[src/rtl/reg_share_arbiter.sv]
`default_nettype none
// ============================================================================
// Module   : reg_share_arbiter
// Brief    : Round-robin arbiter sharing one WIDTH-bit register among NREQ
//            requesters. Optional owner lock enabled by macro ARB_LOCK_EN.
// Revision : 1.0
// ============================================================================
module reg_share_arbiter #(
    parameter int NREQ  = 4,
    parameter int WIDTH = 8,
    parameter int IDXW  = 2
) (
    input  logic                   clk,
    input  logic                   rst,
    input  logic [NREQ-1:0]        req,
    input  logic [NREQ*WIDTH-1:0]  wdata,
`ifdef ARB_LOCK_EN
    input  logic                   lock,
`endif
    output logic [NREQ-1:0]        gnt,
    output logic [WIDTH-1:0]       q,
    output logic [IDXW-1:0]        owner,
    output logic                   done,
    output logic                   busy
);

    typedef enum logic [1:0] {
        ST_IDLE  = 2'd0,
        ST_GRANT = 2'd1,
        ST_DONE  = 2'd2
    } state_t;

    state_t            r_state;
    logic [NREQ-1:0]   r_gnt;
    logic [WIDTH-1:0]  r_q;
    logic [IDXW-1:0]   r_owner;
    logic [IDXW-1:0]   r_ptr;
    logic              r_done;
    logic              r_busy;

    logic [IDXW-1:0]   w_win;
    logic [IDXW-1:0]   w_next_ptr;
    int                w_scan;

`ifdef ARB_LOCK_EN
    localparam logic [2:0] c_LOCK_MAX = 3'd4;
    logic [2:0]        r_lock_cnt;
`endif

    function automatic logic [NREQ-1:0] f_onehot(input logic [IDXW-1:0] idx);
        f_onehot      = '0;
        f_onehot[idx] = 1'b1;
    endfunction

    // Scan downward so the requester closest to ptr is the last one assigned.
    always_comb begin
        w_win  = '0;
        w_scan = 0;
        for (int k = NREQ - 1; k >= 0; k--) begin
            w_scan = int'(r_ptr) + k;
            if (w_scan >= NREQ) begin
                w_scan = w_scan - NREQ;
            end
            if (req[w_scan[IDXW-1:0]]) begin
                w_win = w_scan[IDXW-1:0];
            end
        end
    end

    assign w_next_ptr = (r_owner == IDXW'(NREQ - 1)) ? '0 : r_owner + 1'b1;

    always_ff @(posedge clk or negedge rst) begin
        if (!rst) begin
            r_state    <= ST_IDLE;
            r_gnt      <= '0;
            r_q        <= '0;
            r_owner    <= '0;
            r_ptr      <= '0;
            r_done     <= 1'b0;
            r_busy     <= 1'b0;
`ifdef ARB_LOCK_EN
            r_lock_cnt <= '0;
`endif
        end else begin
            r_done <= 1'b0;
            case (r_state)
                ST_IDLE: begin
                    if (|req) begin
                        r_gnt      <= f_onehot(w_win);
                        r_owner    <= w_win;
                        r_state    <= ST_GRANT;
                        r_busy     <= 1'b1;
`ifdef ARB_LOCK_EN
                        r_lock_cnt <= '0;
`endif
                    end
                end
                ST_GRANT: begin
                    r_gnt <= '0;
                    if (req[r_owner]) begin
                        r_q        <= wdata[int'(r_owner)*WIDTH +: WIDTH];
                        r_done     <= 1'b1;
                        r_state    <= ST_DONE;
`ifdef ARB_LOCK_EN
                        r_lock_cnt <= r_lock_cnt + 1'b1;
`endif
                    end else begin
                        // Abandoned grant: move on without touching q.
                        r_ptr   <= w_next_ptr;
                        r_state <= ST_IDLE;
                        r_busy  <= 1'b0;
                    end
                end
                ST_DONE: begin
`ifdef ARB_LOCK_EN
                    if (lock && req[r_owner] && (r_lock_cnt < c_LOCK_MAX)) begin
                        r_gnt   <= f_onehot(r_owner);
                        r_state <= ST_GRANT;
                    end else begin
                        r_ptr   <= w_next_ptr;
                        r_state <= ST_IDLE;
                        r_busy  <= 1'b0;
                    end
`else
                    r_ptr   <= w_next_ptr;
                    r_state <= ST_IDLE;
                    r_busy  <= 1'b0;
`endif
                end
                default: begin
                    r_gnt   <= '0;
                    r_state <= ST_IDLE;
                    r_busy  <= 1'b0;
                end
            endcase
        end
    end

    assign gnt   = r_gnt;
    assign q     = r_q;
    assign owner = r_owner;
    assign done  = r_done;
    assign busy  = r_busy;

endmodule
`default_nettype wire
[config.mk]
export PLATFORM = sky130hd
export DESIGN_NAME = reg_share_arbiter
export DESIGN_NICKNAME = d
export VERILOG_FILES = /design/src/rtl/reg_share_arbiter.sv
export SDC_FILE = /design/constraint.sdc
export NUM_CORES = 1
export LEC_CHECK = 0
export ABC_AREA = 1
export CAP_MARGIN = 10
export CORE_MARGIN = 2
export CORE_UTILIZATION = 40
export CTS_BUF_LIST = sky130_fd_sc_hd__clkbuf_16
export CTS_CLUSTER_DIAMETER = 60
export DETAILED_ROUTE_END_ITERATION = 8
export PLACE_DENSITY_LB_ADDON = 0.3
export SETUP_SLACK_MARGIN = 0.3
export SYNTH_ARGS = -nofsm -noshare
export SYNTH_HDL_FRONTEND = slang
export SYNTH_SLANG_ARGS = --single-unit
[constraint.sdc]
create_clock -name clk -period 2.1 [get_ports clk]
set_input_delay 0.315 -clock clk [delete_from_list [all_inputs] [get_ports clk]]
set_output_delay 0.315 -clock clk [all_outputs]
set_load 0.05 [all_outputs]
==> results of run 1 <==
stage by stage:
step,power [µW],setup slack [ns],std cells
2_1_floorplan,2310,0.480,186
3_3_place_gp,2770,0.382,282
3_5_place_dp,2800,0.354,282
4_1_cts,3340,0.364,286
5_1_grt,3600,0.320,286
6_report,3320,0.371,286
power breakdown:
part	switching [µW]	internal (µW)	total (µW)
logic	1320	751	2070
clock network	147	378	525
registers	155	562	716
what timing repair did:
item                                    4_1_cts  5_1_grt
hold endpoints to repair                      0        0
endpoints found under the setup margin        0        2
buffers inserted                              0        0
gates resized for setup                       0        1
metal layers:
metal	GRT usage, %	up-vias
li1	-	718
met1	20.2	568
met2	30.5	32
met3	2.70	5
met4	6.94	0
met5	0	-
cells by family after synthesis:
kind of cell / count (synthesis)
AND/OR/NAND/NOR: 105
AO/OA/AOI/OAI: 35
buffers and inverters: 22
flip-flops: 20
adder cells (fa/ha/maj): 4
layout make-up:
type / instances / area (µm²)
multi-input combinational: 144 / 742
tap: 46 / 57.6
inverter: 16 / 65.1
clock buffer: 3 / 75.1
fill: 306 / 1280
timing repair buffer: 56 / 561
sequential: 20 / 502
clock inverter: 1 / 30.0
state kept, by name (all words and copies together), names as in the netlist:
signal / flops
q: 8
gnt: 4
owner: 2
r_ptr: 2
r_state: 2
busy: 1
done: 1
path summary, 6_finish.rpt:
check / cells past startpoint / endpoint / start
worst min register to register: 2 / gnt[3] / gnt[3]
worst min-delay path: 2 / q[2] / rst
worst max register to register: 10 / gnt[2] / r_ptr[0]
worst max-delay path: 1 / q[5] / q[5]
min in group clk: 2 / gnt[3] / gnt[3]
max in group asynchronous: 2 / owner[0] / rst
placed cells by master, fill, tap and decap left out:
cell / count
nand3_1: 10
or2_2: 1
bufinv_16: 1
o21ai_2: 1
o21ai_1: 3
nand2_2: 2
clkdlybuf4s50_1: 51
nand4_1: 3
inv_4: 2
inv_1: 12
buf_12: 1
a31oi_4: 1
ha_1: 4
buf_4: 4
inv_2: 2
o31ai_2: 1
nor2_1: 45
a31oi_2: 7
o21ai_0: 19
dfrtp_1: 19
o211ai_2: 2
a21oi_1: 1
dfrtp_2: 1
clkbuf_16: 3
nand2_1: 44
==> flow_metrics.tcl, run 1 <==
set metrics [dict create \
    finClkSkew_ns 0.00204 \
    clk_path_buf_depth 2 \
    worstPathArrival_ns 1.41 \
    die_w_um 62.6 \
    ir_drop_mv 0.725 \
    overflow 0 \
    hold_viol_final 0 \
    syn_inst 186 \
    ioPinCount 54 \
    syn_nets 228 \
    drtIter0Drc 45 \
    yosys.area_share.xor_xnor_pct 0 \
    met1_length_um 1390 \
    synth_top_area_share_pct 36.5 \
    drv_slew 0 \
    netlist_top_cells_count "nor2_1 (45), nand2_1 (44), dfrtp_1 (20), o21ai_0 (19), inv_1 (12)" \
    wl_met3_um 121 \
    coreArea_um2 3310 \
    cpPeakStageDelay_ns 0.81 \
    critPathTopFamily "buffers and inverters" \
    path_buf_inv 1 \
    antenna_found_initial 0 \
    dr.pass1.iters 4 \
    min_period_over_period_pct 82.3 \
    synthAdderAreaFrac_pct 3.65 \
    async_flop_share_pct 100 \
    critPathSlowestCell "clkdlybuf4s50_1" \
    htree_levels 1 \
    nets 283 \
    yosys.area_share.simple_pct 30.7 \
    via_count 1323 \
    fin_util_pct 61.4 \
    yosysUniqueCellTypes 23 \
    worstMarginPinSlew_ns 0.512 \
    yosysTopAreaCell "dfrtp_1" \
    fin_crit_ns 1.73 \
    syn_area_per_cell_um2 7.37 \
    synth_compound_area_share_pct 19.7 \
    gp_congestion 0.904 \
    start_util_pct 41.4 \
    yosysWarningCount 0 \
    worst-setup-path-type "register to primary output" \
    root_buffer "clkbuf_16" \
    synthMuxAreaShare_pct 0 \
    die_area_um2 3910 \
    wl_met2_um 1530 \
    cts_tree "done" \
    grt_use_total_pct 17.0 \
    power_density_nw_per_um2 1630 \
    fp.dieH_um 62.6 \
    grt_pass1_vias 1268 \
    p_leak_uw 0.000927 \
    synth_top_family_by_area "simple AND/OR/NAND/NOR gates" \
    clk_latency_ns 0.25 \
    hpwlAfterDp_um 2330 \
    maxCapViolCount 0 \
    clk_pin_slew_ns 0.06 \
    syn2layout_area_growth_pct 48.2 \
    grt_pass1_wl_um 5410 \
    grt_max_degree 21 \
    routedWlPerCell_um 10.8 \
    status "complete, no violations" \
    drive_gt1_share_pct 12.1 \
    wl_um 3100 \
    synth-edff-count 0 \
    cts_made_buffers 3 \
    hold_class "input pin to asynchronous set/reset pin" \
    highest_layer "met4" \
    ant_nets 0 \
    io_buffers 53 \
    yosysSeqAreaShare_pct 36.5 \
    path_cells "clkdlybuf4s50_1" \
    synth_most_common_cell "nor2_1" \
    cts_sinks 20 \
    setup_tns_ns 0 \
    crit_required_ns 1.78 \
    synth_area_um2 1370 \
    ys_ff_latch 20 \
    vias_per_cell 4.63 \
    worstSetupEndpointType "primary output" \
    relSlewSlack_pct 65.8 \
    stdcell_area_um2 2030 \
    ctsHoldBuffers 0 \
    critPathLaunchType "register" \
    drc 0 \
    post_dp_cell_area_um2 1930 \
    cp_max_fo 2 \
    setup_violations 0 \
    fin_hold_ws_ns 0.398 \
    rsz0062_at_grt "false" \
    yosys-top-cells-area "dfrtp_1 (36%), nor2_1 (12%), nand2_1 (12%)" \
    regToRegSetupSlack_ns 0.68 \
    max_freq_ghz 0.578 \
    synth-main-ff-cell "dfrtp_1" \
    diodes 0 \
    rows 21 \
]
No activity file was read; power rests on OpenSTA's default activity.
==> inputs of run 2 (changes only) <==
- clock period: 2.1 -> 1.7 ns (I/O delays scaled with it)
==> run 2 against run 1 <==
  * Cell area up 15%
  * Power grew 52%
  * Clock-buffer cell count is the same
  * Clock skew hardly changed
  * First-iteration DRC count up 51%
  * Sequential share of layout area is 3.0 points lower
  * Highest routed layer unchanged
==> flow_metrics.tcl, run 2 (synthesis gave the netlist of run 1 again) <==
set metrics [dict create \
    antenna_found_initial 0 \
    via_count 1512 \
    io_buffers 53 \
    finClkSkew_ns 0.00247 \
    rsz0062_at_grt "true" \
    clk_path_buf_depth 2 \
    worstPathArrival_ns 1.57 \
    max_freq_ghz 0.723 \
    setup_violations 0 \
    crit_required_ns 1.89 \
    nets 294 \
    htree_levels 1 \
    worstRegToRegCells 8 \
    rows 21 \
    p_seq_share_pct 17.7 \
    critPathLaunchType "register" \
    relSlewSlack_pct 83.3 \
    diodes 0 \
    p_leak_uw 0.00106 \
    grt_use_total_pct 18.4 \
    worstMarginPinSlew_ns 0.248 \
    clk_pin_slew_ns 0.06 \
    grt_pass1_wl_um 5850 \
    hold_class "input pin to asynchronous set/reset pin" \
    final_cell_mix "clkdlybuf4s50_1 (34), nor2_1 (33), nand2_1 (22), buf_4 (21), nand2_2 (18)" \
    drive_gt1_share_pct 42.2 \
    start_util_pct 41.4 \
    pre_cts_ws_ns 0.0375 \
    min_period_over_period_pct 81.4 \
    drc 0 \
    status "complete, no violations" \
    final_common_cell "clkdlybuf4s50_1" \
    cp_max_fo 6 \
    dp_cells 284 \
    worstSetupEndpointType "register" \
    die_area_um2 3910 \
    cp_num_cells 8 \
    comb_power_share_pct 69.4 \
    clkPwrFrac_pct 12.9 \
    maxCapViolCount 0 \
    ioPinCount 54 \
    power_density_nw_per_um2 2150 \
    hold_viol_final 0 \
    path_buf_inv 1 \
    wl_um 4040 \
    grt_pass1_vias 1363 \
    setup_tns_ns 0 \
    ant_nets 0 \
    p_switching_uw 2560 \
    die_w_um 62.6 \
    fin_crit_ns 1.38 \
    critPathTopFamily "simple AND/OR/NAND/NOR gates" \
    cts_made_buffers 3 \
    largest_reg_flops 8 \
    fin_cells 297 \
    dr.pass1.iters 4 \
    ir_drop_mv 0.981 \
    p_int_uw 2470 \
    routedWlPerCell_um 13.6 \
    worst_slack_ns 0.317 \
    syn2layout_area_growth_pct 70.4 \
    worst-setup-path-type "register to register" \
    fp.dieH_um 62.6 \
    path_cells "buf_6 -> o21ai_2 -> nand2_2 -> nand2_2 -> nor2_4 -> nor2_4 -> nand4_1 -> nand2_1" \
    gp_congestion 0.868 \
    drv_slew 0 \
    clk_latency_ns 0.25 \
    cpPeakStageDelay_ns 0.47 \
    grt_max_degree 21 \
    coreArea_um2 3310 \
    overflow 0 \
    hpwlAfterDp_um 2410 \
    critPathSlowestCell "dfrtp_2" \
    switching_share_pct 51.0 \
    vias_per_cell 5.09 \
    root_buffer "clkbuf_16" \
    cts_sinks 20 \
    ctsHoldBuffers 0 \
    drtIter0Drc 68 \
    cts_tree "done" \
]
[run 2: changes by cell type in the layout (fill, tap and decap cells not counted), sizes merged]
cell | before | now
dlymetal6s2s | 0 | 3
buf | 5 | 27
clkinv | 0 | 1
clkinvlp | 0 | 2
clkdlybuf4s50 | 51 | 34
[run 2: final cells by class]
class	instances	area [µm²]
Multi-Input combinational cell	144	938
Fill cell	249	973
Inverter	16	78.8
Clock inverter	1	30.0
Timing Repair inverter	3	25.0
Sequential cell	20	508
Clock buffer	3	75.1
Tap cell	46	57.6
Timing Repair Buffer	64	624
[run 2: repair_timing]
action	in CTS	in global routing
pin swaps	0	18
gates cloned	0	3
setup endpoints to repair	14	18
buffers inserted	2	4
gates resized for setup	5	81
[run 2: routing by layer]
metal | wire [µm] | track usage, % | vias to the layer above
met3 | 141 | 2.70 | 4
met2 | 2160 | 32.9 | 45
met4 | 19 | 6.94 | 0
met1 | 1720 | 22.1 | 720
li1 | - | - | 743
met5 | 0 | 0 | -
[run 2: worst reg2reg max path, cell delays in order, from the launching register on]
cell and delay, ns:
dfrtp_2 0.47, buf_6 0.14, o21ai_2 0.16, nand2_2 0.10, nand2_2 0.10, nor2_4 0.05
nor2_4 0.14, nand4_1 0.10, nand2_1 0.08
[run 2: power groups by stage]
| stage | combinational (µW) | clock (µW) | sequential, µW |
|---|---|---|---|
| 3_3_place_gp | 2550 | 0 | 907 |
| 4_1_cts | 2700 | 646 | 884 |
| 5_1_grt | 3790 | 678 | 925 |
| 6_report | 3490 | 648 | 892 |
| 3_5_place_dp | 2590 | 0 | 912 |
| 2_1_floorplan | 1510 | 0 | 1380 |
[run 2: final timing paths]
path	from	end	slack (ns)
worst max register to register	r_ptr[0]	gnt[1]	0.32
worst min register to register	gnt[0]	gnt[0]	0.47
worst min-delay path	rst	q[5]	0.34
min in group clk	gnt[0]	gnt[0]	0.47
max in group asynchronous	rst	owner[0]	1.13
worst max-delay path	r_ptr[0]	gnt[1]	0.32
[run 2: per-stage QoR]
stage                     power, µW  instance area (µm²)  hold slack [ns]  utilization (%)
after floorplan                2890                 1380          -0.0406                -
after global routing           5400                 2340            0.379             70.6
final                          5030                 2340            0.340             70.6
after detailed placement       3500                 1920            0.471             58.1
after CTS                      4230                 2050            0.353             62.0
after global placement         3450                 1920            0.466             58.1
